## src/rtl/ireg_border_skew_pkg.sv

```systemverilog
// Shared helpers for the multi-row border input register: lane delay
// computation, sign/magnitude conversion and the lane payload type.
package ireg_border_pkg;

  localparam int unsigned IREG_WIDTH_DEF = 8;
  localparam int unsigned IREG_CALC_W    = 64;

  typedef struct packed {
    logic                      valid;
    logic [IREG_WIDTH_DEF-1:0] data;
  } ireg_payload_t;

  function automatic int unsigned lane_delay(input int unsigned r, input int unsigned skew);
    return 1 + r * skew;
  endfunction

  // value must arrive sign-extended to IREG_CALC_W; result holds width-1 magnitude bits.
  // Negating the most-negative code leaves bit width-1 set, which is the saturation trigger.
  function automatic logic [IREG_CALC_W-1:0] sm_abs(input logic [IREG_CALC_W-1:0] value,
                                                    input int unsigned            width,
                                                    input logic                   sat_min);
    logic [IREG_CALC_W-1:0] msb;
    logic [IREG_CALC_W-1:0] mask;
    logic [IREG_CALC_W-1:0] mag;
    msb  = 64'd1 << (width - 1);
    mask = msb - 64'd1;
    mag  = (|(value & msb)) ? (~value + 64'd1) : value;
    if (sat_min && (|(mag & msb))) begin
      return mask;
    end
    return mag & mask;
  endfunction

endpackage

```

## src/rtl/ireg_border_lane.sv

```systemverilog
// One lane of the border register: DEPTH-stage delay line of {valid, data}
// with shared enable/clear, followed by sign/magnitude conversion.
module ireg_border_lane
  import ireg_border_pkg::*;
#(
  parameter int unsigned WIDTH   = 8,
  parameter int unsigned DEPTH   = 1,
  parameter bit          SAT_MIN = 1'b1
) (
  input  logic             clk,
  input  logic             rst_n,
  input  logic             en,
  input  logic             clr,
  input  logic             i_valid,
  input  logic [WIDTH-1:0] i_data,
  output logic             o_valid,
  output logic             o_data_sign,
  output logic [WIDTH-2:0] o_data_abs
);

  typedef struct packed {
    logic             valid;
    logic [WIDTH-1:0] data;
  } lane_payload_t;

  lane_payload_t                   r_stage [DEPTH];
  lane_payload_t                   w_last;
  logic signed [WIDTH-1:0]         w_sdata;
  logic [IREG_CALC_W-1:0]          w_ext;
  logic [IREG_CALC_W-WIDTH:0]      w_abs_unused;

  always_ff @(posedge clk or negedge rst_n) begin
    if (!rst_n) begin
      for (int unsigned k = 0; k < DEPTH; k++) begin
        r_stage[k] <= '0;
      end
    end else if (clr) begin
      for (int unsigned k = 0; k < DEPTH; k++) begin
        r_stage[k] <= '0;
      end
    end else if (en) begin
      r_stage[0] <= '{valid: i_valid, data: i_data};
      for (int unsigned k = 1; k < DEPTH; k++) begin
        r_stage[k] <= r_stage[k-1];
      end
    end
  end

  assign w_last  = r_stage[DEPTH-1];
  assign w_sdata = w_last.data;
  assign w_ext   = IREG_CALC_W'(w_sdata);

  assign o_valid     = w_last.valid;
  assign o_data_sign = w_last.data[WIDTH-1];
  assign {w_abs_unused, o_data_abs} = sm_abs(w_ext, WIDTH, SAT_MIN);

endmodule

```

## src/rtl/ireg_border_skew.sv

```systemverilog
// Multi-row border input register: lane r delays its operand by 1+r*SKEW
// enabled cycles so the wavefront enters the array diagonally.
module ireg_border_skew
  import ireg_border_pkg::*;
#(
  parameter int unsigned WIDTH   = 8,
  parameter int unsigned ROWS    = 4,
  parameter int unsigned SKEW    = 1,
  parameter bit          SAT_MIN = 1'b1
) (
  input  logic                      clk,
  input  logic                      rst_n,
  input  logic                      en,
  input  logic                      clr,
  input  logic [ROWS-1:0]           i_valid,
  input  logic [ROWS*WIDTH-1:0]     i_data,
  output logic [ROWS-1:0]           o_valid,
  output logic [ROWS-1:0]           o_data_sign,
  output logic [ROWS*(WIDTH-1)-1:0] o_data_abs
);

  for (genvar g = 0; g < ROWS; g++) begin : g_lane
    ireg_border_lane #(
      .WIDTH  (WIDTH),
      .DEPTH  (lane_delay(g, SKEW)),
      .SAT_MIN(SAT_MIN)
    ) u_lane (
      .clk        (clk),
      .rst_n      (rst_n),
      .en         (en),
      .clr        (clr),
      .i_valid    (i_valid[g]),
      .i_data     (i_data[g*WIDTH +: WIDTH]),
      .o_valid    (o_valid[g]),
      .o_data_sign(o_data_sign[g]),
      .o_data_abs (o_data_abs[g*(WIDTH-1) +: WIDTH-1])
    );
  end

endmodule

```

## config.mk

```make
export PLATFORM = sky130hd
export DESIGN_NAME = ireg_border_skew
export DESIGN_NICKNAME = d
export VERILOG_FILES = /design/src/rtl/ireg_border_skew_pkg.sv /design/src/rtl/ireg_border_lane.sv /design/src/rtl/ireg_border_skew.sv
export SDC_FILE = /design/constraint.sdc
export NUM_CORES = 1
export LEC_CHECK = 0
export ABC_AREA = 1
export CAP_MARGIN = 30
export CELL_PAD_IN_SITES_DETAIL_PLACEMENT = 2
export CELL_PAD_IN_SITES_GLOBAL_PLACEMENT = 2
export CORE_MARGIN = 2
export CORE_UTILIZATION = 34
export CTS_CLUSTER_SIZE = 8
export DETAILED_ROUTE_END_ITERATION = 7
export PLACE_DENSITY = 0.95
export RECOVER_POWER = 50
export SLEW_MARGIN = 20
export SYNTH_ARGS = -nofsm -noshare
export SYNTH_HDL_FRONTEND = slang
export SYNTH_HIERARCHICAL = 1
export SYNTH_SLANG_ARGS = --single-unit
```

## constraint.sdc

```tcl
create_clock -name clk -period 2.65 [get_ports clk]
set_input_delay 0.3975 -clock clk [delete_from_list [all_inputs] [get_ports clk]]
set_output_delay 0.3975 -clock clk [all_outputs]
set_load 0.05 [all_outputs]
```

==> key figures <==
Power and ir drop
  – Comb pwr share: 0.138
  – VDD IR max: 0.3634 mV
  – Reg power frac: 0.433
  – Switching part of the total: 0.2590
  – Psw: 0.0008733 W
  – Power consumption: 0.003372 W
  – Leak Pwr: 2.854 nW
  – Power Density: 599.6 nW/um^2
  – Clock power share: 0.429
  – P_int: 0.002499 W

Place
  – Post-DP HPWL: 9473 um
  – Pre-CTS setup slack: 0.3068 ns
  – GPL Wtd Cong: 0.8431
  – Placed Area: 5338 um^2
  – Number of buffers added on ports: 75
  – Post-placement cell count: 754

Critical path
  – Critical Path, Cell by Cell: inv_1 > nor2_1 > o21ai_0 > nand2_1 > clkdlybuf4s50_1
  – Cell family with most CP delay: buffers and inverters
  – CP max-delay cell: clkdlybuf4s50_1
  – Kind of critical path: flip-flop to primary output
  – CP Capture Type: primary output
  – Worst Path Max Fanout: 12
  – Worst path bufs/invs: 2
  – Worst Setup Start Kind: flip-flop
  – CP Data Arrival Time: 2.10 ns
  – Req. time, crit path: 2.25 ns
  – Max stage delay on crit path: 0.79 ns

Floorplan
  – Die H: 118.3 um
  – Initial Utilization: 0.3505
  – Die width: 118.3 um
  – Core area: 12,670 um^2
  – Row cnt: 41
  – Area of the die: 13,990 um^2
  – # IOs: 76

Synthesis
  – Share of the synthesized area in the top cell type: 0.5070
  – Mux cell area share after synthesis: 0
  – Synth top area cells: dfrtp_1, nand2_1, nand3_1, o21ai_0, inv_1
  – Post-Syn Instances: 519
  – Top FF cell, synth: dfrtp_1
  – Synth Register Bits: 90
  – Post-synth top area cell: dfrtp_1
  – Post-synth EDFFs: 0
  – Adder-cell share of the synthesized area: 0.01127
  – Compound-Gate Fraction of Synth Area: 0.1225
  – Simple-gate share of the synthesized area: 0.2668
  – Synthesized Nets: 563
  – Xor-xnor portion of the synthesized cell area: 0.007887
  – Post-Syn Area: 4442 um^2
  – Largest family of logic cells by synthesized area: simple AND/OR/NAND/NOR gates
  – Sequential area share after synthesis: 0.5070
  – Yosys warns: 6
  – Syn avg cell area: 8.558 um^2
  – Post-synthesis async set-or-reset flop share: 1.000
  – Distinct cells, synth: 25

Final layout
  – Fillers: 1,438
  – Cell area after layout: 5624 um^2
  – Synth-to-layout area growth: 26.62%
  – Final nets: 637
  – Layout cell share with drive strength beyond 1: 0.1104
  – Ant diodes: 0
  – Fin cells: 770

Route
  – Via count: 3,872
  – Via-to-Cell Ratio: 5.029
  – Post-route ant nets: 0
  – Post-Route WL: 12,930 um
  – Starting DRT DRC Count: 132
  – Drt wl/cell: 16.79 um
  – First drt pass iteration count: 4
  – Drc violations: 0

Status
  – Status: complete, no violations

Global routing
  – Total GRT Usage: 0.1980
  – Wire length of the first global-routing pass: 22,340 um
  – Vias in the first global route: 4,463
  – Maximum number of pins on one net before global-route repair: 48
  – Initial antenna violation count: 0
  – Grt total ovfl: 0

Clock tree
  – TritonCTS Buffers: 9
  – Clock Pin Slew Worst Setup and Hold Paths: 0.06 ns
  – Clock Sinks: 90
  – Clock Tree Buf Depth: 2
  – Worst-Skew Late Latency: 0.35 ns
  – Post-CTS Hold Buffers: 0
  – CTS tree: yes
  – Clock Tree Root: clkbuf_16
  – # H-tree levels: 3
  – Postcts setup bufs: 0

STA
  – Clk_skew: 0.01178 ns
  – Max-slew violations: 0
  – Setup_tns: 0 ns
  – Final Hold Vio Count: 0
  – Unrepaired setup endpoints after global routing: false
  – Tightest Pin Transition: 1.246 ns
  – Fmax: 0.4005 GHz
  – Final setup fails: 0
  – Fin crit period: 2.497 ns
  – Worst rel slew slack: 0.1695
  – Post-route worst setup slack: 0.1529 ns
  – Final period utilization: 0.9423

Run
  – Maxcap violations: 0

Hold path
  – Type of the worst min-delay path: primary input to async pin
==> cell families (layout without fill, tap and decap cells) <==
logic type / after synthesis / count (layout)
AOI/OAI and AO/OA: 93 / 93
xor gates and xnor gates: 4 / 4
adders and majority gates: 4 / 4
buffers and inverters: 81 / 160
DFF: 90 / 90
and+or+nand+nor: 247 / 247
==> Yosys cell counts, types with 3 or more instances <==
cell,number
dfrtp_1,90
nor2_1,26
ha_1,4
inv_2,10
o21ai_1,17
nor2_2,3
o22ai_1,6
buf_6,4
buf_2,12
nand2_1,113
nand3_1,82
a21oi_1,5
inv_1,47
o21ai_0,46
nand3_2,13
xor2_1,4
nor3_2,4
buf_4,7
o21ai_2,19
==> power by group through the flow <==
stage	clock network, W	registers [W]	logic [W]
detailed placement	0	0.00148	0.000494
floorplan	0	0.00148	0.000281
global route	0.00156	0.00146	0.000514
CTS	0.00149	0.00146	0.000489
finish	0.00145	0.00146	0.000466
global placement	0	0.00148	0.000473
==> final timing paths <==
| check | start | endpoint | slack, ns | depth (start not counted) |
|---|---|---|---|---|
| hold / removal | rst_n | g_lane[2].u_lane/r_stage[9]$_DFFE_PN0P_ | 0.31 | 1 |
| setup / recovery | g_lane[1].u_lane/w_sdata[7]$_DFFE_PN0P_ | o_data_abs[12] | 0.15 | 5 |
| min in group clk | g_lane[2].u_lane/r_stage[26]$_DFFE_PN0P_ | g_lane[2].u_lane/r_stage[26]$_DFFE_PN0P_ | 0.48 | 2 |
| max in group asynchronous | rst_n | g_lane[3].u_lane/r_stage[18]$_DFFE_PN0P_ | 0.60 | 2 |
| setup reg to reg | g_lane[2].u_lane/w_sdata[7]$_DFFE_PN0P_ | g_lane[2].u_lane/w_sdata[7]$_DFFE_PN0P_ | 1.74 | 2 |
| hold reg to reg | g_lane[2].u_lane/r_stage[26]$_DFFE_PN0P_ | g_lane[2].u_lane/r_stage[26]$_DFFE_PN0P_ | 0.48 | 2 |
==> per-layer routing <==
layer	part of all wire	wire length, um	global-route usage	vias to the layer above
li1	-	-	-	1850
met1	0.43	5526	0.2366	1950
met2	0.53	6902	0.3595	59
met3	0.027	349	0.03475	13
met4	0.012	154	0.06250	0
met5	0	0	0	-
==> state kept, by name, summed over array words and instances, names as in the netlist <==
name                   count
g_lane.u_lane/w_sdata     32
g_lane.u_lane/r_stage     54
g_lane.u_lane/o_valid      4
==> area by class of cell <==
cell class / count / area [um^2] / share of cell area
Timing Repair Buffer: 86 / 828.3 / 0.1473
Sequential cell: 90 / 2252 / 0.4004
Inverter: 58 / 217.7 / 0.03871
Multi-Input combinational cell: 348 / 1775 / 0.3157
Tap cell: 172 / 215.2 / 0.03826
Clock buffer: 11 / 232.7 / 0.04138
Clock inverter: 5 / 102.6 / 0.01824
==> per-stage QoR <==
step / utilization / hold slack [ns]
2_1_floorplan: - / 0.1019
6_report: 0.4439 / 0.3076
5_1_grt: 0.4439 / 0.4198
3_5_place_dp: 0.4213 / 0.4633
3_3_place_gp: 0.4213 / 0.4529
4_1_cts: 0.4462 / 0.1055
==> placed cells by master (no fill, tap or decap) <==
master / synthesis / layout
o21ai_0: 46 / 49
buf_2: 12 / 1
ha_1: 4 / 4
clkinv_1: 1 / 1
dlymetal6s2s_1: 0 / 12
clkdlybuf4s50_1: 0 / 45
clkinv_2: 0 / 1
nand3_2: 13 / 8
a21oi_1: 5 / 5
buf_4: 7 / 9
inv_2: 10 / 7
nor2_1: 26 / 27
clkinvlp_4: 0 / 1
nor3_2: 4 / 4
nand3_1: 82 / 87
nand3b_1: 2 / 2
dfrtp_1: 90 / 90
o21ai_1: 17 / 17
xor2_1: 4 / 4
o21ai_2: 19 / 16
bufinv_16: 0 / 3
o22ai_1: 6 / 6
clkbuf_1: 0 / 3
nor2_4: 1 / 1
clkbuf_2: 0 / 2
dlygate4sd3_1: 0 / 1
or2_1: 1 / 1
nor2_8: 1 / 1
nor2_2: 3 / 2
inv_1: 47 / 50
dlygate4sd2_1: 0 / 15
nand2_4: 1 / 1
clkbuf_16: 0 / 9
nand2_1: 113 / 113
==> repair_timing <==
action,in CTS,in global routing
endpoints found under the setup margin,15,12
gates resized for setup,15,12
gates cloned,0,0
Power figures use the tool's default switching activity.
